--- config.mk ---
export PLATFORM = sky130hd
export DESIGN_NAME = button_bank
export DESIGN_NICKNAME = d
export VERILOG_FILES = /design/src/rtl/button_pkg.sv /design/src/rtl/button_channel.sv /design/src/rtl/button_bank.sv
export SDC_FILE = /design/constraint.sdc
export NUM_CORES = 1
export LEC_CHECK = 0
export BUFFER_PORTS_ARGS = -buffer_cell sky130_fd_sc_hd__buf_2
export CORE_UTILIZATION = 47
export DETAILED_ROUTE_END_ITERATION = 8
export PLACE_DENSITY_LB_ADDON = 0.1
export SYNTH_ARGS = -nofsm -noshare
export SYNTH_HDL_FRONTEND = slang
export SYNTH_SLANG_ARGS = --single-unit
--- constraint.sdc ---
create_clock -name clk -period 3.15 [get_ports clk]
set_clock_uncertainty 0.2 [all_clocks]
set_input_delay 0.63 -clock clk [delete_from_list [all_inputs] [get_ports clk]]
set_output_delay 0.63 -clock clk [all_outputs]
set_load 0.01 [all_outputs]
--- src/rtl/button_pkg.sv ---
// Shared types and defaults for the debounced push-button bank.
package button_pkg;

  localparam int DEF_N_CH            = 4;
  localparam int DEF_SYNC_STAGES     = 2;
  localparam int DEF_DEBOUNCE_CYCLES = 4;
  localparam int DEF_HOLD_CYCLES     = 10;
  localparam int DEF_REPEAT_CYCLES   = 3;

  typedef enum logic [2:0] {
    ST_IDLE,
    ST_ARM_PRESS,
    ST_PRESSED,
    ST_HELD,
    ST_ARM_RELEASE
  } btn_state_e;

  // Registered per-channel outputs.
  typedef struct packed {
    logic level;
    logic press;
    logic rel;
    logic hold;
    logic rpt;
  } btn_out_t;

  // Width of a counter that must reach max_val; never narrower than one bit.
  function automatic int cnt_w(input int max_val);
    return (max_val < 1) ? 1 : $clog2(max_val + 1);
  endfunction

endpackage

--- src/rtl/button_channel.sv ---
// One button: synchronizer, debounce FSM, long-press and auto-repeat timers.
module button_channel
  import button_pkg::*;
#(
  parameter int SYNC_STAGES     = DEF_SYNC_STAGES,
  parameter int DEBOUNCE_CYCLES = DEF_DEBOUNCE_CYCLES,
  parameter int HOLD_CYCLES     = DEF_HOLD_CYCLES,
  parameter int REPEAT_CYCLES   = DEF_REPEAT_CYCLES
) (
  input  logic     clk,
  input  logic     reset,
  input  logic     enable,
  input  logic     pb,
  output btn_out_t out
);

  localparam int DW = cnt_w(DEBOUNCE_CYCLES);
  localparam int HW = cnt_w(HOLD_CYCLES);
  localparam int RW = cnt_w(REPEAT_CYCLES);
  localparam logic [DW-1:0] DMAX = DW'(DEBOUNCE_CYCLES);
  localparam logic [HW-1:0] HMAX = HW'(HOLD_CYCLES);
  localparam logic [RW-1:0] RMAX = RW'(REPEAT_CYCLES);

  logic [SYNC_STAGES-1:0] sync_q;
  logic                   sync;
  btn_state_e             state;
  logic [DW-1:0]          deb_cnt, deb_nxt;
  logic [HW-1:0]          hold_cnt, hold_nxt;
  logic [RW-1:0]          rpt_cnt, rpt_nxt;
  logic                   was_held;

  // Synchronizer is not gated by enable so it is already settled when enable returns.
  always_ff @(posedge clk or negedge reset) begin
    if (!reset) sync_q <= '0;
    else        sync_q <= {sync_q[SYNC_STAGES-2:0], pb};
  end

  assign sync = sync_q[SYNC_STAGES-1];

  // Saturating increments.
  always_comb begin
    deb_nxt  = (deb_cnt  == DMAX) ? deb_cnt  : deb_cnt  + DW'(1);
    hold_nxt = (hold_cnt == HMAX) ? hold_cnt : hold_cnt + HW'(1);
    rpt_nxt  = (rpt_cnt  == RMAX) ? rpt_cnt  : rpt_cnt  + RW'(1);
  end

  always_ff @(posedge clk or negedge reset) begin
    if (!reset) begin
      state    <= ST_IDLE;
      deb_cnt  <= '0;
      hold_cnt <= '0;
      rpt_cnt  <= '0;
      was_held <= 1'b0;
      out      <= '0;
    end else begin
      out.press <= 1'b0;
      out.rel   <= 1'b0;
      out.hold  <= 1'b0;
      out.rpt   <= 1'b0;
      if (!enable) begin
        state     <= ST_IDLE;
        deb_cnt   <= '0;
        hold_cnt  <= '0;
        rpt_cnt   <= '0;
        was_held  <= 1'b0;
        out.level <= 1'b0;
      end else begin
        case (state)
          ST_IDLE: begin
            if (sync) begin
              if (DEBOUNCE_CYCLES == 1) begin
                state     <= ST_PRESSED;
                out.press <= 1'b1;
                out.level <= 1'b1;
                hold_cnt  <= '0;
              end else begin
                state   <= ST_ARM_PRESS;
                deb_cnt <= DW'(1);
              end
            end
          end
          ST_ARM_PRESS: begin
            if (!sync) begin
              state   <= ST_IDLE;
              deb_cnt <= '0;
            end else if (deb_nxt == DMAX) begin
              state     <= ST_PRESSED;
              out.press <= 1'b1;
              out.level <= 1'b1;
              deb_cnt   <= '0;
              hold_cnt  <= '0;
            end else begin
              deb_cnt <= deb_nxt;
            end
          end
          // The cycle that first sees sync low still counts as a PRESSED/HELD
          // cycle, so a glitch only costs the cycles spent in ARM_RELEASE.
          ST_PRESSED, ST_HELD: begin
            if (!sync) begin
              was_held <= (state == ST_HELD);
              if (state == ST_HELD) rpt_cnt  <= rpt_nxt;
              else                  hold_cnt <= hold_nxt;
              if (DEBOUNCE_CYCLES == 1) begin
                state     <= ST_IDLE;
                out.rel   <= 1'b1;
                out.level <= 1'b0;
                hold_cnt  <= '0;
                rpt_cnt   <= '0;
                was_held  <= 1'b0;
              end else begin
                state   <= ST_ARM_RELEASE;
                deb_cnt <= DW'(1);
              end
            end else if (state == ST_PRESSED) begin
              hold_cnt <= hold_nxt;
              if (hold_nxt == HMAX) begin
                state    <= ST_HELD;
                out.hold <= 1'b1;
                rpt_cnt  <= '0;
              end
            end else if (REPEAT_CYCLES > 0) begin
              if (rpt_nxt == RMAX) begin
                out.rpt <= 1'b1;
                rpt_cnt <= '0;
              end else begin
                rpt_cnt <= rpt_nxt;
              end
            end
          end
          ST_ARM_RELEASE: begin
            if (sync) begin
              state   <= was_held ? ST_HELD : ST_PRESSED;
              deb_cnt <= '0;
            end else if (deb_nxt == DMAX) begin
              state     <= ST_IDLE;
              out.rel   <= 1'b1;
              out.level <= 1'b0;
              deb_cnt   <= '0;
              hold_cnt  <= '0;
              rpt_cnt   <= '0;
              was_held  <= 1'b0;
            end else begin
              deb_cnt <= deb_nxt;
            end
          end
          default: begin
            state     <= ST_IDLE;
            out.level <= 1'b0;
          end
        endcase
      end
    end
  end

endmodule

--- src/rtl/button_bank.sv ---
// Bank of N_CH independent debounced buttons with press/release/hold/repeat pulses.
module button_bank
  import button_pkg::*;
#(
  parameter int N_CH            = DEF_N_CH,
  parameter int SYNC_STAGES     = DEF_SYNC_STAGES,
  parameter int DEBOUNCE_CYCLES = DEF_DEBOUNCE_CYCLES,
  parameter int HOLD_CYCLES     = DEF_HOLD_CYCLES,
  parameter int REPEAT_CYCLES   = DEF_REPEAT_CYCLES
) (
  input  logic            clk,
  input  logic            reset,
  input  logic            enable,
  input  logic [N_CH-1:0] pb_in,
  output logic [N_CH-1:0] level,
  output logic [N_CH-1:0] press,
  output logic [N_CH-1:0] release_p,
  output logic [N_CH-1:0] hold,
  output logic [N_CH-1:0] repeat_p
);

  btn_out_t ch_out [N_CH];

  for (genvar i = 0; i < N_CH; i++) begin : g_ch
    button_channel #(
      .SYNC_STAGES    (SYNC_STAGES),
      .DEBOUNCE_CYCLES(DEBOUNCE_CYCLES),
      .HOLD_CYCLES    (HOLD_CYCLES),
      .REPEAT_CYCLES  (REPEAT_CYCLES)
    ) u_ch (
      .clk   (clk),
      .reset (reset),
      .enable(enable),
      .pb    (pb_in[i]),
      .out   (ch_out[i])
    );

    assign level[i]     = ch_out[i].level;
    assign press[i]     = ch_out[i].press;
    assign release_p[i] = ch_out[i].rel;
    assign hold[i]      = ch_out[i].hold;
    assign repeat_p[i]  = ch_out[i].rpt;
  end

endmodule

Word-level counts from Yosys, hierarchy flattened
Cells that the tools add are included.
Widths: inputs -> output; s select.
{"block": "classes", "addsub": 12, "n_mul": 0, "n_div": 0, "n_lt_le_gt_ge": 0, "n_eq_ne": 108, "shifts": 0, "mux": 228, "bitwise": 0, "reduce_logical": 36}
{"op": "$mux 3", "n": 60}
{"op": "$mux 4", "n": 36}
{"op": "$mux 2", "n": 52}
{"op": "$pmux 3 s4", "n": 8}
{"op": "$reduce_and 5->1", "n": 16}
{"op": "$mux 1", "n": 56}
{"op": "$ne 3x2->1 const B", "n": 16}
{"op": "$ne 4x4->1 const B", "n": 12}
{"op": "$pmux 4 s3", "n": 4}
{"op": "$eq 3x3->1 const B", "n": 12}
{"op": "$eq 4x4->1 const B", "n": 8}
{"op": "$ne 4x2->1 const B", "n": 8}
{"op": "$eq 3x2->1 const B", "n": 8}
{"op": "$ne 3x3->1 const B", "n": 8}
{"op": "$ne 5x1->1 const B", "n": 4}
{"op": "$ne 5x5->1 const B", "n": 4}
{"op": "$add 4x1->4 const B", "n": 4}
{"op": "$eq 2x2->1 const B", "n": 8}
{"op": "$ne 4x1->1 const B", "n": 4}
{"op": "$ne 4x3->1 const B", "n": 4}
{"op": "$pmux 2 s2", "n": 4}
{"op": "$reduce_and 4->1", "n": 4}
{"op": "$add 3x1->3 const B", "n": 4}
{"op": "$eq 3x1->1 const B", "n": 4}
{"op": "other kinds (9)", "n": 36}
{"block": "word_totals", "register_bits": 80, "latch_bits": 0, "mem_bits_rw": 0, "mem_bits_ro": 0, "in_bits": 7, "output_inout_bits": 20, "elab_cells": 428, "memories": 0}

Longest topological paths before layout
{"block": "depth", "depth_word": 8, "mapped_depth": 7, "mapped_depth_nobuf": 7}

By module
From an unflattened synthesis, not the netlist that was laid out.
{"block": "hier_totals", "hier_cells": 540, "area_unflattened_um2": 4924.7}
{"mod": "button_channel", "instances": 4, "cells_each": 135, "area_per_inst_um2": 1231.2, "seq_area_each_um2": 500.5}

Least setup slack after synthesis
OpenSTA, ideal clock, no wires.
{"block": "synth_path", "kind": "register to register", "start": "reg g_ch[3].u_ch.deb_cnt[0]", "end": "reg g_ch[3].u_ch.rpt_cnt[0]", "setup_time_ps": 127, "arrival_ps": 2281, "t_required_ps": 2823, "slack_ps": 541, "path_stages_with_launch": 8, "path_buffers": 0, "synth_period_minus_slack_ps": 2609, "cell_sequence": "dfrtp_1 inv_1 ha_1 or3b_4 a311o_4 nor4_4 o22a_2 mux2_1"}
{"block": "synth_between", "elab_chain_cells": 5, "elab_cells_between_ends": 6, "cone_classes": "add/sub: 1; eq/ne: 3; mux: 1; reduce/logical: 1"}
{"item": "start: declaration", "line": "button_channel.sv:27", "text": "logic [DW-1:0] deb_cnt, deb_nxt;"}
{"item": "start signal: assignment", "line": "button_channel.sv:93", "text": "deb_cnt <= deb_nxt;"}
{"item": "start signal: assignment", "line": "button_channel.sv:143", "text": "deb_cnt <= deb_nxt;"}
{"item": "$add 3x1->3 / $eq 3x3->1 (equally long branches)", "line": "button_channel.sv:42", "text": "deb_nxt = (deb_cnt == DMAX) ? deb_cnt : deb_cnt + DW'(1);"}
{"item": "$mux 3 (*)", "line": "button_channel.sv:42"}
{"item": "$eq 3x3->1 (*)", "line": "button_channel.sv:134", "text": "end else if (deb_nxt == DMAX) begin"}
{"item": "$ne 3x2->1 (no line) (*)"}
{"item": "$reduce_and 5->1 (no line) (*)"}
{"item": "end signal: assignment", "line": "button_channel.sv:101", "text": "if (state == ST_HELD) rpt_cnt <= rpt_nxt;"}
{"item": "end signal: assignment", "line": "button_channel.sv:126", "text": "rpt_cnt <= rpt_nxt;"}
{"item": "end: declaration", "line": "button_channel.sv:29", "text": "logic [RW-1:0] rpt_cnt, rpt_nxt;"}
Every way passes the cells marked *; elsewhere a longest branch is shown, timed or not.
A chain may end at the register's enable or synchronous reset.

Worst setup path after layout
{"block": "layout_path", "start": "reg g_ch[0].u_ch.deb_cnt[0]", "end": "reg g_ch[0].u_ch.rpt_cnt[0]"}
{"block": "layout_between", "elab_chain_cells": 5, "elab_cells_between_ends": 6, "cone_classes": "add/sub: 1; eq/ne: 3; mux: 1; reduce/logical: 1"}
{"item": "start: declaration", "line": "button_channel.sv:27"}
{"item": "start signal: assignment", "line": "button_channel.sv:93"}
{"item": "start signal: assignment", "line": "button_channel.sv:143"}
{"item": "$add 3x1->3 / $eq 3x3->1 (equally long branches)", "line": "button_channel.sv:42"}
{"item": "$mux 3 (*)", "line": "button_channel.sv:42"}
{"item": "$eq 3x3->1 (*)", "line": "button_channel.sv:134"}
{"item": "$ne 3x2->1 (no line) (*)"}
{"item": "$reduce_and 5->1 (no line) (*)"}
{"item": "end signal: assignment", "line": "button_channel.sv:101"}
{"item": "end signal: assignment", "line": "button_channel.sv:126"}
{"item": "end: declaration", "line": "button_channel.sv:29"}
Marked as above.

==> metrics.md <==
| Metric | Value |
|---|---|
| Die Y | 104 um |
| Layout area overhead | 9.54% |
| Power density cells | 504 nW/um2 |
| TNS Setup | 0 ns |
| Fin crit share | 90.0% |
| Pleak | 2.28 nW |
| CP Class | reg2reg |
| Global-route wire length before repair | 18.1 mm |
| Path category of the worst min-delay check | in2async |
| Antenna violations before repair | 0 |
| Netlist cell types | 73 |
| Drt initial violations | 146 |
| TritonRoute pass-1 iters | 6 |
| Setup crit start | g_ch[0].u_ch.deb_cnt[0] |
| Post-Layout Cell Count | 703 |
| Cells after synthesis | 552 |
| CTS clk-pin slew, worst paths | 0.08 ns |
| CTS tree | done |
| Fmax | 353 MHz |
| Layout cell share with drive strength beyond 1 | 11.6% |
| Routed Wire Length | 10.5 mm |
| Num rows | 36 |
| DPL Wire Length | 7.15 mm |
| Longest Clk Path Bufs | 2 |
| Final worst slack | 0.316 ns |
| Largest net degree at the start of global routing | 50 |
| Via/cell ratio | 5.92 |
| Core area | 9950 um2 |
| Nets | 588 |
| Number of max-cap violations | 0 |
| IO Count | 27 |
| Synth top area share | 40.8% |
| Startpoint types | flip-flop |
| Die ar. | 10900 um2 |
| CTS root buf | clkbuf_8 |
| Detail Route Antenna Nets | 0 |
| Max H-tree Level | 3 |
| Worst VDD drop | 0.000242 V |
| Port bufs | 26 |
| Worst endpoint required time | 3.19 ns |
| Relative slew slack | 54.1% |
| Tmin final | 2.83 ns |
| Number of synthesized flops with an enable pin | 0 |
| CTS hold repair buffers | 0 |
| RR Startpoint | g_ch[0].u_ch.deb_cnt[0] |
| Syn Area/Cell | 8.89 um2 |
| Setup Buffers After CTS | 0 |
| CP Max Fanout | 9 |
| Syn Std Cell Area | 4910 um2 |
| Num CTS Buffers | 9 |
| Post-synthesis sequential area ratio | 40.8% |
| RSZ-0062 raised after global routing | no |
| CP arrival | 2.88 ns |
| CP Capture Type | flip-flop |
| Antenna cells | 0 |
| Die width | 104 um |
| WHS | 0.0851 ns |
| RePlAce Congestion | 0.847 |
| Synth area leaders | dfrtp_1 41%, o21ai_0 4.5%, ha_1 4.1% |
| DR DRC count | 0 |
| Routed WL per cell | 14.9 um |
| Worst Max-Slew Pin Slew | 0.682 ns |
| Fraction of registers with async set/reset | 100% |
| Final slew viol count | 0 |
| YS warnings | 0 |
| Syn_nets | 575 |
| Total track usage | 20.5% |
| Endpoints failing hold | 0 |
| Clock Latency Late Sink | 0.36 ns |
| Status | finished, final reports clean |
| Initial Util | 49.3% |
| Final setup fails | 0 |
| Post-CTS sizing | 0 |
| Placed Cells | 687 |
| Total grt overflow | 0 |
| Area leader, netlist | dfrtp_1 |
| Flops & latches, synth | 80 |
| Vias | 4163 |
| Vias in the first global route | 3896 |
| Pre-CTS WS | 0.337 ns |
| Post-synth top flop | dfrtp_1 |
| CTS Sinks | 80 |
-- placed cells by master (no fill, tap or decap), types with 3 or more instances in the layout --
| cell | count |
|---|---|
| and3b_1 | 4 |
| nor4_1 | 9 |
| or3b_2 | 3 |
| mux2_2 | 4 |
| o22ai_1 | 7 |
| nor3_1 | 19 |
| a31oi_1 | 13 |
| a211o_1 | 4 |
| a22o_1 | 3 |
| mux2i_1 | 3 |
| nor3b_1 | 3 |
| nor2_1 | 32 |
| o21a_1 | 4 |
| ha_1 | 16 |
| nand2_1 | 45 |
| buf_2 | 25 |
| a21oi_1 | 39 |
| dfrtp_1 | 80 |
| o31ai_1 | 9 |
| inv_1 | 37 |
| nand4_1 | 6 |
| a311o_1 | 3 |
| nand3b_1 | 3 |
| o311ai_0 | 3 |
| clkbuf_8 | 12 |
| nor2b_1 | 5 |
| a22oi_1 | 3 |
| nand3_1 | 23 |
| nand2b_1 | 17 |
| and3_1 | 4 |
| a211oi_1 | 10 |
| a2bb2oi_1 | 3 |
| o211ai_1 | 6 |
| or3_1 | 5 |
| xor2_1 | 5 |
| buf_4 | 5 |
| o21ai_0 | 44 |
-- cell usage after synthesis, types with 5 or more instances --
cell	instances
a31oi_1	13
dfrtp_1	80
clkbuf_1	23
o211ai_1	6
nand3_1	23
nor2_1	32
nand2_1	45
nor3_1	19
xor2_1	5
o22ai_1	7
nand2b_1	17
a21oi_1	39
o21ai_0	44
inv_1	37
o31ai_1	9
a211oi_1	10
nor2b_1	5
nor4_1	9
or3_1	5
ha_1	16
nand4_1	6
-- logic make-up (layout without fill, tap and decap cells) --
| logic type | count (synthesis) | after routing | synth area share [%] |
|---|---|---|---|
| simple gates | 195 | 195 | 21.6 |
| compound gates | 179 | 179 | 25.2 |
| xor+xnor | 7 | 7 | 1.25 |
| flops | 80 | 80 | 40.8 |
| mux | 9 | 9 | 1.99 |
| fa+ha+maj | 16 | 16 | 4.08 |
| buf+inv | 66 | 84 | 5.15 |
-- critical path, cell delays in order (launching register included) --
cell      delay (ns)
dfrtp_1         0.48
inv_1           0.11
ha_1            0.25
or3b_1          0.43
a311oi_4        0.46
nand3_2         0.17
a31oi_1         0.28
mux2_1          0.34
-- path summary, 6_finish.rpt --
path / endpoint / slack [ns] / cells past startpoint
worst max-delay path: g_ch[0].u_ch.rpt_cnt[0] / 0.32 / 7
worst min-delay path: g_ch[3].u_ch.hold_cnt[2] / 0.09 / 1
worst max register to register: g_ch[0].u_ch.rpt_cnt[0] / 0.32 / 7
worst min register to register: g_ch[1].u_ch.sync_q[1] / 0.15 / 0
max in group asynchronous: g_ch[0].u_ch.deb_cnt[0] / 2.05 / 2
min in group clk: g_ch[1].u_ch.sync_q[1] / 0.15 / 0
-- routing by layer --
metal  GRT usage [%]  share of wire [%]
met1            27.7                 49
met2            31.6                 46
met3            4.20                3.6
met4            9.29                1.6
met5               0                  0
-- per-stage QoR --
step / util [%] / power [mW] / cell area (um2)
finish: 54.0 / 2.71 / 5370
global route: 54.0 / 2.88 / 5370
CTS: 54.0 / 2.74 / 5370
detailed placement: 51.6 / 1.84 / 5140
global placement: 51.6 / 1.83 / 5140
floorplan: - / 1.69 / 4910
-- cell type report --
cell class	count	area (um2)
Sequential cell	80	2000
Clock inverter	2	60.1
Tap cell	133	166
Inverter	37	139
Clock buffer	14	173
Multi-Input combinational cell	406	2650
Fill cell	901	4580
Timing Repair Buffer	31	183
-- where the power goes --
| group | leakage, nW | switching, mW | internal (mW) | total (mW) |
|---|---|---|---|---|
| Clock | 0.117 | 0.371 | 0.513 | 0.884 |
| Combinational | 1.08 | 0.345 | 0.242 | 0.587 |
| Sequential | 1.08 | 0.135 | 1.10 | 1.24 |
| Total | 2.28 | 0.852 | 1.86 | 2.71 |
-- state kept, by name (all words and copies together), names as in the netlist --
| register | count |
|---|---|
| g_ch.u_ch.hold_cnt | 16 |
| g_ch.u_ch.deb_cnt | 12 |
| g_ch.u_ch.rpt_cnt | 8 |
| g_ch.u_ch.state | 12 |
| g_ch.u_ch.was_held | 4 |
| g_ch.u_ch.sync_q | 8 |
| g_ch.u_ch.out | 20 |
Note: power is estimated with default switching activity, not from simulation.
